File: src/rtl/four_bit_adder.sv
// Registered N-bit ripple-carry adder: {Cout, Sum} <= A + B + Cin on each enabled edge.
// Define FOUR_BIT_ADDER_OVF_EN to add a registered two's-complement overflow output (ovf).
module four_bit_adder #(
  parameter int N = 4
) (
  input  logic         clk,
  input  logic         rst_n,
  input  logic         en,
  input  logic [N-1:0] A,
  input  logic [N-1:0] B,
  input  logic         Cin,
  output logic [N-1:0] Sum,
  output logic         Cout,
  output logic         valid
`ifdef FOUR_BIT_ADDER_OVF_EN
  ,
  output logic         ovf
`endif
);

  logic [N:0]   c;
  logic [N-1:0] s;

  logic [N-1:0] sum_reg;
  logic         cout_reg;
  logic         valid_reg;

  assign c[0] = Cin;

  // One full-adder cell per bit; carry ripples from bit 0 upward.
  generate
    for (genvar gi = 0; gi < N; gi++) begin : g_fa
      assign s[gi]    = A[gi] ^ B[gi] ^ c[gi];
      assign c[gi+1]  = (A[gi] & B[gi]) | (c[gi] & (A[gi] ^ B[gi]));
    end
  endgenerate

  always_ff @(posedge clk or negedge rst_n) begin
    if (!rst_n) begin
      sum_reg   <= '0;
      cout_reg  <= 1'b0;
      valid_reg <= 1'b0;
    end else begin
      valid_reg <= en;
      if (en) begin
        sum_reg  <= s;
        cout_reg <= c[N];
      end
    end
  end

  assign Sum   = sum_reg;
  assign Cout  = cout_reg;
  assign valid = valid_reg;

`ifdef FOUR_BIT_ADDER_OVF_EN
  logic ovf_reg;

  // Signed overflow: carry into the sign bit differs from carry out of it.
  always_ff @(posedge clk or negedge rst_n) begin
    if (!rst_n) begin
      ovf_reg <= 1'b0;
    end else if (en) begin
      ovf_reg <= c[N] ^ c[N-1];
    end
  end

  assign ovf = ovf_reg;
`endif

endmodule

File: config.mk
export PLATFORM = sky130hd
export DESIGN_NAME = four_bit_adder
export DESIGN_NICKNAME = d
export VERILOG_FILES = /design/src/rtl/four_bit_adder.sv
export SDC_FILE = /design/constraint.sdc
export NUM_CORES = 1
export LEC_CHECK = 0
export CAP_MARGIN = 25
export CORE_AREA = 10 10 47 49
export CTS_CLUSTER_DIAMETER = 50
export CTS_CLUSTER_SIZE = 25
export DETAILED_ROUTE_END_ITERATION = 10
export DIE_AREA = 0 0 57 59
export GPL_TIMING_DRIVEN = 1
export SYNTH_ARGS = -nofsm -noshare
export SYNTH_HDL_FRONTEND = slang
export SYNTH_SLANG_ARGS = --single-unit
File: constraint.sdc
create_clock -name clk -period 0.9 [get_ports clk]
set_input_delay 0.27 -clock clk [delete_from_list [all_inputs] [get_ports clk]]
set_output_delay 0.27 -clock clk [all_outputs]
set_load 0.01 [all_outputs]
# After elaboration in Yosys (flattened, before gate mapping)
# Cells that the tools add are included.
[classes]
n_bitwise = 20
[op_table]
columns = ["op", "n"]
rows = [
  ["1-bit bitwise AND", 8],
  ["1-bit bitwise XOR", 8],
  ["1-bit OR", 4],
]
[totals]
regBits = 6
in_bits = 12
elab_cells = 23

# Logic depth before layout (Yosys ltp)
# Gate-level depths: netlist (run 1).
[depth]
ltp_word = 9
depth_mapped = 8
depth_no_buf = 8

# Least setup slack after synthesis (run 1)
# Ideal clock, no wire load.
[synth_path]
kind = "input to register"
startpoint = "input port A[0]"
endpoint = "register sum_reg[3], in the netlist Sum[3]"
setup_time_ps = 79
arrival_ps = 1843
required_ps = 821
path_slack_ps = -1023
cell_stages = 8
path_buffers = 0
path_cell_list = "fa_1 inv_1 fa_1 inv_1 fa_1 inv_1 fa_1 mux2i_1"
[synth_between]
elab_chain_len = 8
word_cells_on_any_way = 9
classes_between = "bitwise (9)"
[synth_rtl]
columns = ["item", "line", "rtl"]
rows = [
  ["from (decl)", "9", "input logic [N-1:0] A,"],
  ["1-bit bitwise XOR", "34", "assign c[gi+1] = (A[gi] & B[gi]) | (c[gi] & (A[gi] ^ B[gi]));"],
  ["1-bit bitwise AND", "34", ""],
  ["1-bit OR *", "34", ""],
  ["1-bit bitwise AND *", "34", ""],
  ["1-bit OR *", "34", ""],
  ["1-bit bitwise AND *", "34", ""],
  ["1-bit OR *", "34", ""],
  ["1-bit bitwise XOR *", "33", "assign s[gi] = A[gi] ^ B[gi] ^ c[gi];"],
  ["to (signal assigned)", "46", "sum_reg <= s;"],
  ["to (decl)", "24", "logic [N-1:0] sum_reg;"],
]
# Every way passes the cells marked *; elsewhere a longest branch is shown, timed or not.
# A chain may end at the register's enable or synchronous reset.

# Worst setup path after layout (run 1)
# Same ends and word-level chain as after synthesis.

==> results of run 1 <==
timing repair:
| item | CTS | global route |
|---|---|---|
| buffers inserted | 2 | 0 |
| gates resized for setup | 41 | 1 |
| hold buffers | 0 | 0 |
| setup endpoints to repair | 11 | 11 |
| pin swaps | 4 | 0 |
through the flow:
stage / utilization [%] / std cells / total power, mW / area (µm²)
2_1_floorplan: - / 26 / 0.4793 / 346.6
3_3_place_gp: 39.64 / 62 / 0.6884 / 555.5
3_5_place_dp: 39.64 / 62 / 0.6973 / 555.5
4_1_cts: 39.29 / 67 / 0.9155 / 550.5
5_1_grt: 39.73 / 67 / 0.9811 / 556.8
6_report: 39.73 / 67 / 0.8938 / 556.8
kinds of logic (layout without fill, tap and decap cells):
| kind of cell | count (synthesis) | count (layout) |
|---|---|---|
| multiplexers | 5 | 5 |
| flip-flops | 6 | 6 |
| buffers and inverters | 11 | 36 |
| adder cells (fa/ha/maj) | 4 | 4 |
cell usage in the layout, fill, tap and decap left out:
cell type	n
fa_1	1
dlygate4sd2_1	3
buf_4	6
clkbuf_4	3
clkdlybuf4s50_1	5
buf_6	2
dfrtp_1	6
fa_2	3
mux2_4	2
mux2i_1	3
inv_1	6
inv_2	4
buf_2	7
worst max-delay path, stage by stage:
cell     delay, ns
buf_6         0.09
fa_2          0.37
inv_2         0.06
fa_2          0.18
inv_2         0.03
fa_2          0.32
inv_2         0.06
fa_1          0.40
mux2i_1       0.13
area by class of cell:
cell class / count / area share, %
multi-input cells: 9 / 26.52
clock buffers: 3 / 4.045
flip-flops and latches: 6 / 26.97
well taps: 16 / 3.596
repair buffers: 23 / 32.13
inverters: 10 / 6.742
layer usage:
metal / global-route usage [%] / share of wire (%)
met4: 6.040 / 3.1
met2: 6.202 / 43
met5: 0 / 0
met3: 1.502 / 9.7
met1: 5.461 / 44
path summary, 6_finish.rpt:
check / end / slack (ns) / depth (start not counted) / startpoint
hold reg to reg: Sum[1]$_DFFE_PN0P_ / 0.53 / 2 / Sum[1]$_DFFE_PN0P_
min in group clk: Sum[0]$_DFFE_PN0P_ / 0.45 / 3 / Cin
max in group asynchronous: Sum[1]$_DFFE_PN0P_ / 0.39 / 1 / rst_n
hold / removal: valid$_DFF_PN0_ / 0.28 / 1 / rst_n
setup / recovery: Sum[3]$_DFFE_PN0P_ / -0.85 / 9 / A[0]
setup reg to reg: Sum[0]$_DFFE_PN0P_ / 0.04 / 2 / Sum[0]$_DFFE_PN0P_
power breakdown:
part / internal (mW) / leakage [nW] / total (mW) / switching [mW]
combinational: 0.184 / 0.214 / 0.308 / 0.123
sequential: 0.320 / 0.0699 / 0.340 / 0.0197
clock: 0.151 / 0.0138 / 0.246 / 0.0956
==> out/summary.md, run 1 <==
Pwr
• **worst ir drop on vdd** 565.2 µV
• **areal power density over the cells** 1605 nW/µm²
• **leakage dissipation** 0.2975 nW

Logic synthesis
• **total of warnings raised by yosys** 0
• **most repeated cell in the gate-level netlist after synthesis** inv_1
• **fraction of post-synthesis cell area in the top cell type by area** 44.28%
• **Post-Syn Nets** 42
• **XOR/XNOR share of the synthesized area** 0%
• **fraction of the yosys area taken by sequential cells** 44.28%
• **cell count after synthesis** 26
• **Async SR Flop Fraction** 100.0%
• **Mean Syn Cell Area** 13.04 µm²
• **largest area contributor in the netlist** dfrtp_1
• **synthesized-area fraction occupied by and/or/nand/nor cells** 0%
• **number of flops mapped to enable cells by yosys** 0
• **number of register bits inferred by synthesis** 6
• **Synth Flop Type** dfrtp_1
• **largest family of logic cells by synthesized area** adder cells
• **post-synthesis share of cell area spent on full adders, half adders and majority gates** 23.62%
• **netlist area before placement** 339.1 µm²
• **count of unique library cells instantiated by Yosys** 6
• **top cells by count, synth** inv_1, dfrtp_1, fa_1
• **compound-cell area share of the yosys netlist** 0%
• **mux share of post-synthesis cell area** 17.71%
• **largest cells by area after synthesis** dfrtp_1, fa_1, inv_1

Drt
• **Routed Wire Length** 731 µm
• **drt wl/cell** 10.91 µm
• **first-iteration detailed-routing DRC count** 0
• **Post-DRT Antenna Nets** 0
• **vias after detailed routing** 261
• **Initial DRT Pass Iterations** 1
• **detailed-route DRC error count** 0
• **via density per instance** 3.896

Global route
• **pin count of the biggest net entering global routing** 7
• **remaining global-route overflow** 0
• **via count of the first global-routing pass** 301
• **initial antenna violation count** 0
• **GRT Util Overall** 4.791%
• **wire length of the first global-routing pass** 1.242 mm

Final layout
• **sequential cell area** 150.1 µm²
• **Syn-to-layout area delta** 64.21%
• **combined area of the multi-input logic cells** 147.6 µm²
• **Net count, final** 69
• **antenna cell count** 0
• **number of filler cells placed in the layout** 160
• **number of flip-flops in the largest register** 4
• **share of final-layout standard cells stronger than drive strength 1** 52.94%

Timing
• **Worst Max-Slew Pin Slew** 0.2963 ns
• **final critical-path setup slack** -0.8539 ns
• **Final Skew** 0 ns
• **total count of hold-check failures in the final report** 0
• **Total Neg Setup Slack** -3.102 ns
• **clock period minus final worst setup slack** 1.754 ns
• **slew margin rel.** 80.18%
• **Peak Freq** 0.5702 GHz
• **final slew viol count** 0
• **share of the clock period used by the worst path** 194.9%
• **RSZ-0062 raised after global routing** yes
• **total of endpoints with negative setup slack in the final report** 11
• **Hold Slack** 0.2816 ns

CTS
• **buffer cell driving the clock tree root** clkbuf_4
• **maximum count of clock buffers along a single path** 2
• **clock input transition at the sequential cells of the worst setup and hold paths** 0.05 ns
• **CTS H-tree depth** 1
• **clock tree from TritonCTS** done
• **worst skew pair latency** 0.24 ns
• **clock sink count** 6
• **total clock buffers created by CTS** 3

Flow run
• **Maximum Capacitance Violations** 0

Floorplanning
• **io pins** 18
• **Die ar.** 3363 µm²
• **Die X** 57 µm
• **total number of placement rows** 14
• **starting utilization of the core area** 24.20%
• **Std-Cell Core Area** 1401 µm²
• **height of the die** 59 µm

Worst setup path
• **Arr. time, crit path** 1.92 ns
• **sort of element at the end of the critical path** flop
• **required time of the critical path** 1.06 ns
• **largest fanout on the critical path** 1
• **critical path startpoint category** input port
• **startpoint-to-endpoint class of the critical path** input port to flop

Place
• **half-perimeter wire length of the detailed placement result** 642 µm
• **port buffer count** 17
• **Placer Congestion** 0.5695
• **Worst Setup Slack post-DPL** -1.533 ns

Run status
• **failing checks** setup timing
• **outcome** finished with violations

Min path
• **class of the worst hold path** input port to asynchronous set/reset pin

Power figures use the tool's default switching activity.
==> inputs of run 2 (changes only) <==
- CAP_MARGIN: 25 -> default
- CORE_AREA: 10 10 47 49 -> 2 2 39 41
- DIE_AREA: 0 0 57 59 -> 0 0 41 43
==> out/summary.md, run 2 (synthesized netlist as in run 1, its figures left out) <==
Drt
• **Initial DRT Pass Iterations** 2
• **Routed Wire Length** 509 µm
• **via density per instance** 3.567
• **drt wl/cell** 7.597 µm
• **Post-DRT Antenna Nets** 0
• **detailed-route DRC error count** 0
• **vias after detailed routing** 239
• **first-iteration detailed-routing DRC count** 1

CTS
• **worst skew pair latency** 0.23 ns
• **CTS H-tree depth** 1
• **clock sink count** 6
• **hold buffers post-CTS** 0
• **maximum count of clock buffers along a single path** 2
• **total clock buffers created by CTS** 3
• **clock input transition at the sequential cells of the worst setup and hold paths** 0.04 ns
• **clock tree from TritonCTS** done
• **buffer cell driving the clock tree root** clkbuf_4

Worst setup path
• **cell class contributing the biggest share of worst-path delay** adder cells
• **critical-path cell list** buf_6 -> fa_2 -> inv_2 -> fa_2 -> inv_2 -> fa_2 -> inv_2 -> fa_1 -> mux2i_1
• **startpoint-to-endpoint class of the critical path** input port to flop
• **largest fanout on the critical path** 1
• **critical path startpoint category** input port
• **buffers and inverters on the worst path** 4
• **cell type of the slowest stage on the worst timing path** fa_1
• **sort of element at the end of the critical path** flop
• **peak per-stage delay on the critical path** 0.40 ns
• **required time of the critical path** 1.06 ns
• **Arr. time, crit path** 1.92 ns

Flow run
• **Maximum Capacitance Violations** 0

Final layout
• **most frequent cells in the layout** buf_2, dfrtp_1
• **Syn-to-layout area delta** 65.31%
• **leading cell type in the layout, fill and taps excluded** buf_2
• **number of filler cells placed in the layout** 144
• **summed area of non-filler cells in the final layout** 560.5 µm²
• **antenna cell count** 0
• **number of flip-flops in the largest register** 4
• **share of final-layout standard cells stronger than drive strength 1** 54.90%
• **Net count, final** 69

Timing
• **total of endpoints with negative setup slack in the final report** 11
• **slew margin rel.** 82.89%
• **Total Neg Setup Slack** -3.070 ns
• **Peak Freq** 0.5668 GHz
• **Final Skew** 0 ns
• **Worst Max-Slew Pin Slew** 0.2559 ns
• **final critical-path setup slack** -0.8644 ns
• **final slew viol count** 0
• **total count of hold-check failures in the final report** 0
• **RSZ-0062 raised after global routing** yes
• **clock period minus final worst setup slack** 1.764 ns
• **share of the clock period used by the worst path** 196.0%

Pwr
• **areal power density over the cells** 1593 nW/µm²
• **Total Power** 0.8932 mW
• **fraction of power consumed by sequential logic** 38.5%
• **switching power as a share of total power** 24.95%
• **worst ir drop on vdd** 406.8 µV
• **P_sw** 0.2229 mW
• **share of power burned in the clock network** 25.9%
• **cell-internal power** 0.6703 mW
• **combinational cell fraction of total power** 35.6%
• **leakage dissipation** 0.2976 nW

Floorplanning
• **Die X** 41 µm
• **Std-Cell Core Area** 1384 µm²
• **Die ar.** 1763 µm²
• **io pins** 18
• **total number of placement rows** 14
• **starting utilization of the core area** 24.50%
• **height of the die** 43 µm

Place
• **Placer Congestion** 0.5851
• **port buffer count** 17
• **placed instance area** 555.5 µm²
• **half-perimeter wire length of the detailed placement result** 451.3 µm
• **Worst Setup Slack post-DPL** -1.535 ns

Global route
• **via count of the first global-routing pass** 237
• **GRT Util Overall** 7.825%
• **initial antenna violation count** 0
• **wire length of the first global-routing pass** 883 µm
• **pin count of the biggest net entering global routing** 7
• **remaining global-route overflow** 0

Run status
• **failing checks** setup timing
• **outcome** finished with violations

Min path
• **class of the worst hold path** input port to asynchronous set/reset pin

## run 2: worst register-to-register path, stage by stage, from the launching register on
cell     delay (ns)
dfrtp_1        0.39
buf_6          0.12
mux2_4         0.25
## run 2: what timing repair did
| item | CTS | global route |
|---|---|---|
| buffers inserted | 1 | 2 |
| gates resized for setup | 43 | 1 |
| hold endpoints to repair | 0 | 0 |
| pin swaps | 4 | 0 |
| endpoints found under the setup margin | 11 | 11 |
## run 2: final timing paths
kind / from / to / slack [ns] / cells after the start
max in group asynchronous: rst_n / Sum[0]$_DFFE_PN0P_ / 0.43 / 1
hold reg to reg: Cout$_DFFE_PN0P_ / Cout$_DFFE_PN0P_ / 0.52 / 2
min in group clk: Cin / Sum[0]$_DFFE_PN0P_ / 0.45 / 3
setup / recovery: Cin / Sum[3]$_DFFE_PN0P_ / -0.86 / 9
setup reg to reg: Sum[0]$_DFFE_PN0P_ / Sum[0]$_DFFE_PN0P_ / 0.03 / 2
hold / removal: rst_n / Sum[2]$_DFFE_PN0P_ / 0.27 / 1
## run 2: cell type report
cell class	count	area (µm²)	area share (%)
clock buffer	3	22.52	4.018
sequential	6	150.1	26.79
multi-input combinational	9	147.6	26.34
tap	16	20.02	3.571
timing repair buffer	23	182.7	32.59
inverter	10	37.54	6.696
## run 2: metal layers
metal / share of wire [%] / vias up / global-route usage [%]
li1: - / 125 / -
met1: 40 / 102 / 9.365
met2: 49 / 12 / 9.688
met3: 11 / 0 / 3.141
met4: 0 / 0 / 8.000
met5: 0 / - / 0
## run 2: stage by stage
step,std cells,utilization [%],hold WS (ns)
finish,67,40.51,0.2692
global route,67,40.51,0.2737
CTS,65,38.97,0.2660
detailed placement,62,40.14,0.5135
global placement,62,40.14,0.5188
floorplan,26,-,-0.02559
## run 2: power groups by stage
stage	Sequential (mW)	Combinational, mW	Clock [mW]
3_3_place_gp	0.347	0.335	0
3_5_place_dp	0.349	0.334	0
2_1_floorplan	0.373	0.106	0
5_1_grt	0.349	0.357	0.269
6_report	0.344	0.318	0.231
4_1_cts	0.344	0.285	0.246
==> inputs of run 3 (changes only) <==
- PLACE_DENSITY: default -> 0.68
- RECOVER_POWER: default -> 25
==> out/summary.md, run 3 (synthesized netlist as in run 1, its figures left out) <==
Floorplanning
• **height of the die** 43 µm
• **starting utilization of the core area** 24.50%
• **total number of placement rows** 14
• **Die ar.** 1763 µm²
• **Die X** 41 µm
• **Std-Cell Core Area** 1384 µm²
• **io pins** 18

Final layout
• **combined area of the multi-input logic cells** 147.6 µm²
• **Layout Cells excl Fill** 68
• **Net count, final** 70
• **sequential cell area** 150.1 µm²
• **number of filler cells placed in the layout** 153
• **most frequent cells in the layout** buf_2, buf_4, dfrtp_1, inv_1, clkdlybuf4s50_1
• **fraction of the core area covered by cells at the end of the flow** 40.33%
• **Syn-to-layout area delta** 64.58%
• **antenna cell count** 0
• **leading cell type in the layout, fill and taps excluded** buf_2
• **summed area of non-filler cells in the final layout** 558.0 µm²
• **number of flip-flops in the largest register** 4
• **share of final-layout standard cells stronger than drive strength 1** 53.85%

CTS
• **hold buffers post-CTS** 0
• **clock input transition at the sequential cells of the worst setup and hold paths** 0.04 ns
• **clock tree from TritonCTS** done
• **total clock buffers created by CTS** 3
• **worst skew pair latency** 0.24 ns
• **buffer cell driving the clock tree root** clkbuf_4
• **clock sink count** 6
• **CTS H-tree depth** 1
• **maximum count of clock buffers along a single path** 2

Drt
• **detailed-route DRC error count** 0
• **vias after detailed routing** 264
• **first-iteration detailed-routing DRC count** 3
• **Initial DRT Pass Iterations** 4
• **Routed Wire Length** 597 µm
• **drt wl/cell** 8.779 µm
• **Post-DRT Antenna Nets** 0
• **via density per instance** 3.882

Pwr
• **leakage dissipation** 0.3001 nW
• **areal power density over the cells** 1628 nW/µm²
• **worst ir drop on vdd** 618.1 µV

Worst setup path
• **required time of the critical path** 1.06 ns
• **largest fanout on the critical path** 1
• **Arr. time, crit path** 1.92 ns
• **sort of element at the end of the critical path** flop
• **startpoint-to-endpoint class of the critical path** input port to flop
• **critical path startpoint category** input port

Global route
• **GRT Util Overall** 8.122%
• **pin count of the biggest net entering global routing** 7
• **remaining global-route overflow** 0
• **wire length of the first global-routing pass** 876 µm
• **via count of the first global-routing pass** 223
• **initial antenna violation count** 0

Timing
• **final slew viol count** 0
• **Final Skew** 0 ns
• **RSZ-0062 raised after global routing** yes
• **final critical-path setup slack** -0.8608 ns
• **share of the clock period used by the worst path** 195.6%
• **Worst Max-Slew Pin Slew** 0.2663 ns
• **total count of hold-check failures in the final report** 0
• **Peak Freq** 0.5679 GHz
• **clock period minus final worst setup slack** 1.761 ns
• **slew margin rel.** 82.19%
• **total of endpoints with negative setup slack in the final report** 11

Flow run
• **Maximum Capacitance Violations** 0

Place
• **placed instance area** 548.0 µm²
• **Cells after DPL** 61
• **port buffer count** 17
• **Placer Congestion** 0.6363
• **half-perimeter wire length of the detailed placement result** 457 µm

Min path
• **class of the worst hold path** input port to asynchronous set/reset pin

Run status
• **outcome** finished with violations
• **failing checks** setup timing

[run 3: cell count changes in the layout (fill, tap and decap cells not counted)]
| cell | delta |
|---|---|
| buf_2 | +1 |
| buf_4 | +2 |
| buf_6 | -2 |
| inv_1 | +1 |
| inv_2 | -1 |
[run 3: routing by layer]
| layer | global-route usage, % | wire, µm | vias up |
|---|---|---|---|
| li1 | - | - | 124 |
| met1 | 9.333 | 205 | 122 |
| met2 | 10.31 | 310 | 18 |
| met3 | 5.236 | 81 | 0 |
| met4 | 6.000 | 0 | 0 |
| met5 | 0 | 0 | - |
[run 3: repair_timing]
action	in CTS	in global routing
pin swaps	4	0
gates cloned	0	0
setup endpoints to repair	11	11
buffers inserted	3	1
resized for setup	41	0
[run 3: path summary, 6_finish.rpt]
check                                     end  cells after the start          startpoint  slack (ns)
hold reg to reg            Sum[1]$_DFFE_PN0P_                      2  Sum[1]$_DFFE_PN0P_        0.56
min in group clk              valid$_DFF_PN0_                      1                  en        0.39
hold / removal                valid$_DFF_PN0_                      1               rst_n        0.27
setup reg to reg           Sum[2]$_DFFE_PN0P_                      3  Sum[2]$_DFFE_PN0P_       -0.07
setup / recovery           Sum[3]$_DFFE_PN0P_                      9                A[0]       -0.86
max in group asynchronous  Sum[1]$_DFFE_PN0P_                      1               rst_n        0.42
[run 3: layout make-up]
type	count	share of cell area, %
tap	16	3.587
multi-input combinational	9	26.46
sequential	6	26.91
timing repair buffer	24	32.29
inverter	10	6.726
clock buffer	3	4.036
[run 3: where the power goes]
| part | internal, mW | switching, mW |
|---|---|---|
| Sequential | 0.321 | 0.0227 |
| Clock | 0.150 | 0.0906 |
| Combinational | 0.199 | 0.125 |
| Total | 0.670 | 0.239 |
[run 3: through the flow]
step                setup slack (ns)  hold WS, ns  TNS (ns)  power, mW
detailed placement            -1.524       0.5210    -7.242     0.6819
CTS                          -0.8654       0.2622    -3.220     0.9136
finish                       -0.8608       0.2652    -3.171     0.9086
floorplan                     -1.013     -0.02559    -3.176     0.4793
global route                 -0.9177       0.2799    -3.561     0.9668
global placement              -1.512       0.5098    -7.104     0.6753
[run 3: critical path, stage by stage]
cell and delay, ns:
buf_6 0.09, fa_2 0.37, inv_2 0.06, fa_2 0.18
inv_2 0.04, fa_2 0.32, inv_2 0.06, fa_1 0.40
mux2i_1 0.13
